**src/rtl/pw_sched_pkg.sv**
```systemverilog
// Shared types and arithmetic helpers for the pointwise tile scheduler.
// Optional ping-pong buffering is enabled with PW_SCHED_PINGPONG_EN.
package pw_sched_pkg;

  // Wide enough for DIM_W+1 / ADDR_W arithmetic without overflow.
  localparam int CALC_W = 40;

  typedef logic [CALC_W-1:0] calc_t;

  typedef enum logic [2:0] {
    S_IDLE,
    S_LOAD,
    S_ISSUE,
    S_RUN,
    S_ADVANCE,
    S_FINISH
  } state_t;

  function automatic calc_t ceil_div(input calc_t n, input calc_t d);
    if (d == '0) return '0;
    return (n + d - calc_t'(1)) / d;
  endfunction

  function automatic calc_t tile_min(input calc_t a, input calc_t b);
    return (a < b) ? a : b;
  endfunction

endpackage

```
**src/rtl/pw_sched_tile_iter.sv**
```systemverilog
// Row-major tile walker: row/col counters, edge-truncated tile size,
// next-tile lookahead and last-tile flag.
module pw_sched_tile_iter
  import pw_sched_pkg::*;
#(
  parameter int DIM_W = 16
) (
  input  logic             clk,
  input  logic             rst_n,
  input  logic             clear,
  input  logic             step,
  input  logic [DIM_W-1:0] fm_h,
  input  logic [DIM_W-1:0] fm_w,
  input  logic [DIM_W-1:0] tile_h,
  input  logic [DIM_W-1:0] tile_w,
  output logic [DIM_W-1:0] th,
  output logic [DIM_W-1:0] tw,
  output logic [DIM_W-1:0] nxt_row,
  output logic [DIM_W-1:0] nxt_col,
  output logic [DIM_W-1:0] nxt_h,
  output logic [DIM_W-1:0] nxt_w,
  output logic             last
);

  function automatic calc_t ext(input logic [DIM_W-1:0] v);
    return {{(CALC_W-DIM_W){1'b0}}, v};
  endfunction

  logic [DIM_W-1:0] row;
  logic [DIM_W-1:0] col;
  calc_t            row_end;
  calc_t            col_end;
  calc_t            nr;
  calc_t            nc;
  logic             wrap;

  always_comb begin
    row_end = ext(row) + ext(tile_h);
    col_end = ext(col) + ext(tile_w);
    wrap    = col_end >= ext(fm_w);
    last    = wrap && (row_end >= ext(fm_h));
    nr      = wrap ? row_end : ext(row);
    nc      = wrap ? '0 : col_end;
    th      = DIM_W'(tile_min(ext(tile_h), ext(fm_h) - ext(row)));
    tw      = DIM_W'(tile_min(ext(tile_w), ext(fm_w) - ext(col)));
    nxt_row = DIM_W'(nr);
    nxt_col = DIM_W'(nc);
    // Lookahead size is meaningless once last is set; consumers ignore it.
    nxt_h   = DIM_W'(tile_min(ext(tile_h), ext(fm_h) - nr));
    nxt_w   = DIM_W'(tile_min(ext(tile_w), ext(fm_w) - nc));
  end

  always_ff @(posedge clk or negedge rst_n) begin
    if (!rst_n) begin
      row <= '0;
      col <= '0;
    end else if (clear) begin
      row <= '0;
      col <= '0;
    end else if (step) begin
      row <= nxt_row;
      col <= nxt_col;
    end
  end

endmodule

```
**src/rtl/pw_tile_sched.sv**
```systemverilog
// Pointwise-conv tile scheduler: walks tiles, fills buffers, issues reader
// passes per output-channel group. Ping-pong fill with PW_SCHED_PINGPONG_EN.
module pw_tile_sched
  import pw_sched_pkg::*;
#(
  parameter int ADDR_W = 32,
  parameter int DIM_W  = 16,
  parameter int OC_PAR = 8
) (
  input  logic              clk,
  input  logic              rst_n,
  input  logic              start,
  input  logic [DIM_W-1:0]  cfg_fm_h,
  input  logic [DIM_W-1:0]  cfg_fm_w,
  input  logic [DIM_W-1:0]  cfg_tile_h,
  input  logic [DIM_W-1:0]  cfg_tile_w,
  input  logic [DIM_W-1:0]  cfg_in_ch,
  input  logic [DIM_W-1:0]  cfg_out_ch,
  input  logic [ADDR_W-1:0] cfg_buf_base0,
  input  logic [ADDR_W-1:0] cfg_buf_base1,
  output logic              load_req,
  output logic [DIM_W-1:0]  load_row,
  output logic [DIM_W-1:0]  load_col,
  output logic [DIM_W-1:0]  load_h,
  output logic [DIM_W-1:0]  load_w,
  output logic [ADDR_W-1:0] load_base,
  input  logic              load_ack,
  output logic              rd_start,
  output logic [DIM_W-1:0]  rd_tile_h,
  output logic [DIM_W-1:0]  rd_tile_w,
  output logic [DIM_W-1:0]  rd_channels,
  output logic [ADDR_W-1:0] rd_base_addr,
  input  logic              rd_done,
  output logic [DIM_W-1:0]  oc_group,
  input  logic              wb_done,
  output logic              busy,
  output logic              done
);

  function automatic calc_t ext(input logic [DIM_W-1:0] v);
    return {{(CALC_W-DIM_W){1'b0}}, v};
  endfunction

  state_t            state;
  logic [DIM_W-1:0]  fm_h_q;
  logic [DIM_W-1:0]  fm_w_q;
  logic [DIM_W-1:0]  tile_h_q;
  logic [DIM_W-1:0]  tile_w_q;
  logic [DIM_W-1:0]  in_ch_q;
  logic [DIM_W-1:0]  out_ch_q;
  logic [ADDR_W-1:0] base0_q;
  logic              got_rd;
  logic              got_wb;

  logic [DIM_W-1:0]  it_th;
  logic [DIM_W-1:0]  it_tw;
  logic [DIM_W-1:0]  it_nrow;
  logic [DIM_W-1:0]  it_ncol;
  logic [DIM_W-1:0]  it_nh;
  logic [DIM_W-1:0]  it_nw;
  logic              it_last;

  calc_t             grp_cnt;
  logic              grp_more;
  logic              tile_done;
  logic              it_clear;
  logic              it_step;
  logic              zero_cfg;
  logic              ack_now;
  logic [DIM_W-1:0]  first_h;
  logic [DIM_W-1:0]  first_w;
  logic [ADDR_W-1:0] active_base;

`ifdef PW_SCHED_PINGPONG_EN
  logic [ADDR_W-1:0] base1_q;
  logic              buf_sel;
  logic              pf_issued;
  logic              pf_acked;
  logic [ADDR_W-1:0] idle_base;

  assign active_base = buf_sel ? base1_q : base0_q;
  assign idle_base   = buf_sel ? base0_q : base1_q;
`else
  logic              unused_base1;

  assign active_base  = base0_q;
  assign unused_base1 = ^cfg_buf_base1;
`endif

  always_comb begin
    grp_cnt   = ceil_div(ext(out_ch_q), calc_t'(OC_PAR));
    grp_more  = (ext(oc_group) + calc_t'(1)) < grp_cnt;
    tile_done = (state == S_ADVANCE) && !grp_more;
    it_clear  = (state == S_IDLE) && start;
    it_step   = tile_done && !it_last;
    ack_now   = load_req && load_ack;
    zero_cfg  = (cfg_fm_h == '0) || (cfg_fm_w == '0) ||
                (cfg_tile_h == '0) || (cfg_tile_w == '0) ||
                (cfg_in_ch == '0) || (cfg_out_ch == '0);
    first_h   = DIM_W'(tile_min(ext(cfg_tile_h), ext(cfg_fm_h)));
    first_w   = DIM_W'(tile_min(ext(cfg_tile_w), ext(cfg_fm_w)));
  end

  pw_sched_tile_iter #(
    .DIM_W (DIM_W)
  ) u_iter (
    .clk     (clk),
    .rst_n   (rst_n),
    .clear   (it_clear),
    .step    (it_step),
    .fm_h    (fm_h_q),
    .fm_w    (fm_w_q),
    .tile_h  (tile_h_q),
    .tile_w  (tile_w_q),
    .th      (it_th),
    .tw      (it_tw),
    .nxt_row (it_nrow),
    .nxt_col (it_ncol),
    .nxt_h   (it_nh),
    .nxt_w   (it_nw),
    .last    (it_last)
  );

  always_ff @(posedge clk or negedge rst_n) begin
    if (!rst_n) begin
      state        <= S_IDLE;
      fm_h_q       <= '0;
      fm_w_q       <= '0;
      tile_h_q     <= '0;
      tile_w_q     <= '0;
      in_ch_q      <= '0;
      out_ch_q     <= '0;
      base0_q      <= '0;
      got_rd       <= 1'b0;
      got_wb       <= 1'b0;
      load_req     <= 1'b0;
      load_row     <= '0;
      load_col     <= '0;
      load_h       <= '0;
      load_w       <= '0;
      load_base    <= '0;
      rd_start     <= 1'b0;
      rd_tile_h    <= '0;
      rd_tile_w    <= '0;
      rd_channels  <= '0;
      rd_base_addr <= '0;
      oc_group     <= '0;
      busy         <= 1'b0;
      done         <= 1'b0;
`ifdef PW_SCHED_PINGPONG_EN
      base1_q      <= '0;
      buf_sel      <= 1'b0;
      pf_issued    <= 1'b0;
      pf_acked     <= 1'b0;
`endif
    end else begin
      rd_start <= 1'b0;
      done     <= 1'b0;
      if (ack_now) begin
        load_req <= 1'b0;
`ifdef PW_SCHED_PINGPONG_EN
        pf_acked <= 1'b1;
`endif
      end
      unique case (state)
        S_IDLE: begin
          if (start) begin
            fm_h_q   <= cfg_fm_h;
            fm_w_q   <= cfg_fm_w;
            tile_h_q <= cfg_tile_h;
            tile_w_q <= cfg_tile_w;
            in_ch_q  <= cfg_in_ch;
            out_ch_q <= cfg_out_ch;
            base0_q  <= cfg_buf_base0;
            oc_group <= '0;
            busy     <= 1'b1;
`ifdef PW_SCHED_PINGPONG_EN
            base1_q   <= cfg_buf_base1;
            buf_sel   <= 1'b0;
            pf_issued <= 1'b0;
            pf_acked  <= 1'b0;
`endif
            if (zero_cfg) begin
              state <= S_FINISH;
              done  <= 1'b1;
            end else begin
              state     <= S_LOAD;
              load_req  <= 1'b1;
              load_row  <= '0;
              load_col  <= '0;
              load_h    <= first_h;
              load_w    <= first_w;
              load_base <= cfg_buf_base0;
            end
          end
        end
        S_LOAD: begin
          if (ack_now) begin
            state <= S_ISSUE;
`ifdef PW_SCHED_PINGPONG_EN
            pf_acked <= 1'b0;
`endif
          end
        end
        S_ISSUE: begin
          rd_start     <= 1'b1;
          rd_tile_h    <= it_th;
          rd_tile_w    <= it_tw;
          rd_channels  <= in_ch_q;
          rd_base_addr <= active_base;
          got_rd       <= 1'b0;
          got_wb       <= 1'b0;
          state        <= S_RUN;
`ifdef PW_SCHED_PINGPONG_EN
          // Prefetch the next tile into the idle buffer once per tile.
          if (!pf_issued && !it_last) begin
            pf_issued <= 1'b1;
            load_req  <= 1'b1;
            load_row  <= it_nrow;
            load_col  <= it_ncol;
            load_h    <= it_nh;
            load_w    <= it_nw;
            load_base <= idle_base;
          end
`endif
        end
        S_RUN: begin
          got_rd <= got_rd | rd_done;
          got_wb <= got_wb | wb_done;
          if ((got_rd | rd_done) && (got_wb | wb_done)) begin
            state <= S_ADVANCE;
          end
        end
        S_ADVANCE: begin
          if (grp_more) begin
            oc_group <= oc_group + DIM_W'(1);
            state    <= S_ISSUE;
          end else begin
            oc_group <= '0;
            if (it_last) begin
              state <= S_FINISH;
              done  <= 1'b1;
            end else begin
`ifdef PW_SCHED_PINGPONG_EN
              buf_sel   <= ~buf_sel;
              pf_issued <= 1'b0;
              pf_acked  <= 1'b0;
              state     <= (pf_acked || ack_now) ? S_ISSUE : S_LOAD;
`else
              state     <= S_LOAD;
              load_req  <= 1'b1;
              load_row  <= it_nrow;
              load_col  <= it_ncol;
              load_h    <= it_nh;
              load_w    <= it_nw;
              load_base <= base0_q;
`endif
            end
          end
        end
        S_FINISH: begin
          busy  <= 1'b0;
          state <= S_IDLE;
        end
        default: state <= S_IDLE;
      endcase
    end
  end

endmodule

```
**config.mk**
```make
export PLATFORM = sky130hd
export DESIGN_NAME = pw_tile_sched
export DESIGN_NICKNAME = d
export VERILOG_FILES = /design/src/rtl/pw_sched_pkg.sv /design/src/rtl/pw_sched_tile_iter.sv /design/src/rtl/pw_tile_sched.sv
export SDC_FILE = /design/constraint.sdc
export NUM_CORES = 1
export LEC_CHECK = 0
export CAP_MARGIN = 30
export CORE_MARGIN = 1.5
export CORE_UTILIZATION = 55
export DETAILED_ROUTE_END_ITERATION = 7
export HOLD_SLACK_MARGIN = 0.08
export PLACE_DENSITY = 0.81
export REMOVE_ABC_BUFFERS = 1
export SYNTH_ARGS = -nofsm -noshare
export SYNTH_HDL_FRONTEND = slang
export SYNTH_SLANG_ARGS = --single-unit
```
**constraint.sdc**
```tcl
create_clock -name clk -period 11.2 [get_ports clk]
set_clock_uncertainty 0.15 [all_clocks]
set_input_delay 2.24 -clock clk [delete_from_list [all_inputs] [get_ports clk]]
set_output_delay 2.24 -clock clk [all_outputs]
set_load 0.01 [all_outputs]
```
**After elaboration in Yosys (flattened, before gate mapping)**

Cells that the tools add are included.

- $add $sub $neg: 10
- Magnitude comparators: 9
- Bitwise gates (word level): 2
- Reduce and logical (&&, ||, !) cells: 29
- Muxes and demuxes: 61
- Equality and inequality tests: 11

Operators by type and width:

| kind | number |
|---|---|
| 16-bit two-way mux | 26 |
| 16-bit by 40-bit < comparator with 1-bit output | 4 |
| 16-bit case mux with 2 select lines | 5 |
| 32-bit two-way mux | 4 |
| 16-bit zero test | 6 |
| 40-bit by 16-bit >= comparator with 1-bit output | 2 |
| 40-bit two-way mux | 2 |
| 16-bit by 40-bit subtractor with 40-bit output | 2 |
| 32-bit case mux with 2 select lines | 1 |
| 17-bit by 37-bit < comparator with 1-bit output | 1 |
| 16-bit by 16-bit adder with 17-bit output | 2 |
| 16-bit by 16-bit subtractor with 17-bit output | 2 |
| 16-bit < comparator | 2 |
| 3-bit two-way mux | 6 |
| 17-bit by 1-bit subtractor with 18-bit output (second input constant) | 1 |
| 16-bit by 1-bit adder with 17-bit output (second input constant) | 1 |
| 16-bit by 4-bit adder with 17-bit output (second input constant) | 1 |
| 16-bit by 1-bit adder with 16-bit output (second input constant) | 1 |
| 3-bit case mux with 5 select lines | 1 |
| 2-bit inequality test (second input constant) | 6 |
| 1-bit two-way mux | 11 |
| 1-bit case mux with 2 select lines | 5 |
| 2-bit nonzero test | 4 |
| 3-bit by 2-bit == test with 1-bit output (second input constant) | 2 |
| 10 further kinds | 24 |

- Register bits: 361
- Word-level logic and storage cells: 148
- Bits of input ports: 166

**Logic depth before layout (Yosys ltp)**

- Word-level depth: 9
- Depth in mapped cells: 38

**Cells and area by module**

A second synthesis with hierarchy kept.

- Cells, all modules: 2,388
- Area, all modules: 23,819.1 µm²

By module, submodules not included:

| module | area an instance (µm²) | cells an instance | sequential area each (µm²) | instances |
|---|---|---|---|---|
| pw_tile_sched | 15,275.9 | 1,276 | 8,232.9 | 1 |
| pw_sched_tile_iter | 8,543.2 | 1,112 | 800.8 | 1 |

**Least setup slack after synthesis**

OpenSTA, ideal clock, no wires.

- Path type: flip-flop to flip-flop
- From: register tile_w_q[0]
- To: register load_w[2]
- Setup time: 0.094 ns
- Arrival time: 7.620 ns
- Setup slack: 3.336 ns
- Period minus slack after synthesis: 7.864 ns
- Stages on the path, launching flop included: 36
- Data required time: 10.956 ns
- Buffers on the path: 4
- Cell sequence: dfrtp_1 ha_1 fa_1 a21oi_1 o21bai_1 nor4_2 o31ai_1 a21o_1 a31oi_1 xnor2_1 ha_1 and4_1 and3_1 o211ai_1 o21ai_0 a211oi_1 clkbuf_1 clkbuf_1 nand2_1 ha_1 a21oi_1 o221ai_1 a311oi_1 o31ai_1 nor2_1 xnor2_1 ha_1 nand4_1 a211o_1 a221oi_1 o21a_1 a41o_1 clkbuf_1 clkbuf_1 o21ai_0 a211oi_1

- Cells in the longest elaborated chain, start to end: 9

Ends and longest elaborated chain:

| element | RTL line | source |
|---|---|---|
| start: declaration | pw_tile_sched.sv:48 | `logic [DIM_W-1:0] tile_w_q;` |
| start signal: assignment | pw_tile_sched.sv:171 | `tile_w_q <= cfg_tile_w;` |
| 16-bit by 16-bit adder with 17-bit output | pw_sched_tile_iter.sv:39 | `col_end = ext(col) + ext(tile_w);` |
| 40-bit by 16-bit >= comparator with 1-bit output | pw_sched_tile_iter.sv:40 | `wrap = col_end >= ext(fm_w);` |
| 40-bit two-way mux | pw_sched_tile_iter.sv:43 | `nc = wrap ? '0 : col_end;` |
| 16-bit by 40-bit subtractor with 40-bit output | pw_sched_tile_iter.sv:50 | `nxt_w = DIM_W'(tile_min(ext(tile_w), ext(fm_w) - nc));` |
| 16-bit by 40-bit < comparator with 1-bit output | pw_sched_pkg.sv:25 | `return (a < b) ? a : b;` |
| 16-bit two-way mux | pw_sched_pkg.sv:25 |  |
| 16-bit two-way mux | pw_tile_sched.sv:240 | `if (it_last) begin` |
| 16-bit two-way mux | pw_tile_sched.sv:235 | `if (grp_more) begin` |
| 16-bit case mux with 2 select lines | pw_tile_sched.sv:165 | `unique case (state)` |
| end signal: assignment | pw_tile_sched.sv:192 | `load_w <= first_w;` |
| end signal: assignment | pw_tile_sched.sv:255 | `load_w <= it_nw;` |
| end: declaration | pw_tile_sched.sv:25 | `output logic [DIM_W-1:0] load_w,` |

Several ways; a longest one is shown, not always the timed one. The select of a mux whose other input is x is not followed.
A chain may end at the register's enable or synchronous reset.

**Worst setup path in the final report**

- From: register tile_w_q[0]
- To: register load_w[1]

Same word-level chain as after synthesis.

==> flow_metrics.tcl <==
set metrics [dict create \
    ys_warn_count 0 \
    numPortBuffers 329 \
    ios 362 \
    synth_area_leaders "dfrtp_1 39%, ha_1 13%, nand2_1 7.0%" \
    drv_cap 0 \
    maxSlewViolCount 0 \
    nets 3214 \
    root_buffer "clkbuf_16" \
    grt_pass1_vias 21300 \
    ant_nets 0 \
    synthArstFlopShare_pct 100 \
    vias 21100 \
    hold_ws_ns 0.324 \
    cts_tree "yes" \
    worst_pin_slew_ns 1.04 \
    netlist_area_mm2 0.0231 \
    vias_per_cell 6.25 \
    die_x_um 208 \
    critPathMaxFanout 22 \
    fmax_mhz 101 \
    leakage_nw 13.6 \
    grt_pass1_wl_mm 118 \
    drt_first_pass_iters 6 \
    min_period_over_period_pct 88.2 \
    cpMostUsedCell "ha_1" \
    fillers 3190 \
    final_area_mm2 0.0285 \
    ir_drop_v 0.000177 \
    drtIter0Drc 1791 \
    row_count 74 \
    yosysTopAreaCellShare_pct 39.1 \
    gp_congestion 0.968 \
    cts_buffers 41 \
    dieArea_mm2 0.0432 \
    area_growth_pct 23.2 \
    setup_viol 0 \
    critPathLaunchType "register" \
    dpl.hpwl_mm 54.3 \
    routed_wl_mm 74.6 \
    cts_num_sinks 361 \
    start_util_pct 56.2 \
    wl_per_cell_um 22.1 \
    cts_resized 0 \
    globalRouteOverflowTotal 0 \
    cp.arrival_ns 10.25 \
    status "finished, final reports clean" \
    avgSynthCellArea_um2 9.22 \
    p_total_mw 10.0 \
    crit_required_ns 11.57 \
    grt_usage_pct 34.3 \
    hold_viol_final 0 \
    grt_max_degree 94 \
    rsz0062_at_grt "false" \
    drive_gt1_share_pct 8.03 \
    htree_num_levels 2 \
    netlist.top_cell.by_area "dfrtp_1" \
    ys_ff_latch 361 \
    fin_crit_ns 9.88 \
    powerDensity_mw_per_mm2 352 \
    cp_slowest_cell "a41o_1" \
    tns_ns 0 \
    clkLatencyLatePin_ns 0.60 \
    clk_pin_slew_ns 0.06 \
    crit_type "reg -> reg" \
    cp-end-kind "register" \
    slowest_delay_ns 0.69 \
    clockBufferDepth 3 \
    slew_headroom_pct 29.1 \
    antenna_found_initial 3 \
    hold_path_class "reg -> reg" \
    final_util_pct 69.2 \
    core_mm2 0.0411 \
    ys_seq_area_share_pct 39.1 \
    placed_area_mm2 0.0269 \
    die_height_um 208 \
    postCtsSetupBuffers 0 \
    synth_edf_count 0 \
    cts_hold_buffers 0 \
    synth_ff_type "dfrtp_1" \
    synthCells 2506 \
    ys_types 81 \
    drc 0 \
]
## cells in the final DEF, fill, tap and decap left out, types with 54 or more instances in the layout
master           count
nor2_1             158
dfrtp_1            361
xnor2_1             54
ha_1               234
inv_1              157
a21o_1              96
o21ai_0            156
a21oi_1            104
mux2_2              81
nand2_1            429
clkdlybuf4s50_1    328
## final cells by class
| type | instances | area (um2) | area share [%] |
|---|---|---|---|
| Antenna cell | 2 | 5.00 | 0.0176 |
| Clock buffer | 55 | 1110 | 3.90 |
| Clock inverter | 19 | 343 | 1.20 |
| Inverter | 157 | 589 | 2.07 |
| Multi-Input combinational cell | 1887 | 13100 | 46.0 |
| Sequential cell | 361 | 9030 | 31.7 |
| Tap cell | 532 | 666 | 2.34 |
| Timing Repair Buffer | 360 | 3630 | 12.8 |
## metal layers
metal  global-route usage, %  routed length, um
met1                    42.9              29700
met2                    56.5              35200
met3                    5.55               5210
met4                    20.0               4510
met5                       0                 13
## power breakdown
group / switching [mW] / internal [mW] / total (mW) / leakage (nW)
logic: 3.54 / 2.72 / 6.26 / 8.35
clock network: 0.594 / 0.890 / 1.48 / 0.710
registers: 0.443 / 1.81 / 2.25 / 4.51
total: 4.58 / 5.42 / 10.0 / 13.6
## cells in the mapped netlist (16+ instances only)
cell type,count
a2111oi_0,16
a211oi_1,27
a21o_1,96
a21oi_1,106
a31oi_1,40
and3_1,18
buf_2,19
clkbuf_1,65
dfrtp_1,361
ha_1,234
inv_1,157
mux2_2,81
mux2i_1,47
nand2_1,430
nand2b_1,26
nand3_1,31
nand4_1,25
nor2_1,159
nor2b_1,17
nor3_1,28
nor4_1,28
o2111ai_1,19
o21a_1,17
o21ai_0,156
xnor2_1,54
xor2_1,42
## metrics by stage
stage / worst slack, ns / instances
after floorplan: -3.79 / 2405
after global routing: 0.806 / 3373
after detailed placement: 1.62 / 3294
after CTS: 1.57 / 3368
final: 1.32 / 3373
after global placement: 1.80 / 3292
## worst max-delay path, delay by kind of cell (launching register included)
family	cells	cell delay, ns
compound gates	19	5.61
xor+xnor	2	0.41
fa+ha+maj	5	1.63
buf+inv	2	0.67
flops	1	0.43
simple gates	6	0.91
## cells by family after synthesis
group | share of synthesized area [%]
AOI/OAI and AO/OA | 18.1
xor gates and xnor gates | 3.64
adders and majority gates | 13.2
buffers and inverters | 4.52
DFF | 39.1
muxes | 5.99
other | 0.0162
and+or+nand+nor | 15.5
## final timing paths
kind                                              start                          to  slack (ns)  cells past startpoint
worst max-delay path            tile_w_q[0]$_DFFE_PN0P_       load_w[1]$_DFFE_PN0P_        1.32                     34
worst min-delay path             in_ch_q[6]$_DFFE_PN0P_      in_ch_q[6]$_DFFE_PN0P_        0.32                      2
worst max register to register  tile_w_q[0]$_DFFE_PN0P_       load_w[1]$_DFFE_PN0P_        1.32                     34
worst min register to register   in_ch_q[6]$_DFFE_PN0P_      in_ch_q[6]$_DFFE_PN0P_        0.32                      2
max in group asynchronous                         rst_n  rd_channels[3]$_DFFE_PN0P_        8.38                      3
min in group asynchronous                         rst_n     tile_w_q[1]$_DFFE_PN0P_        1.42                      1
No activity file was read; power rests on OpenSTA's default activity.
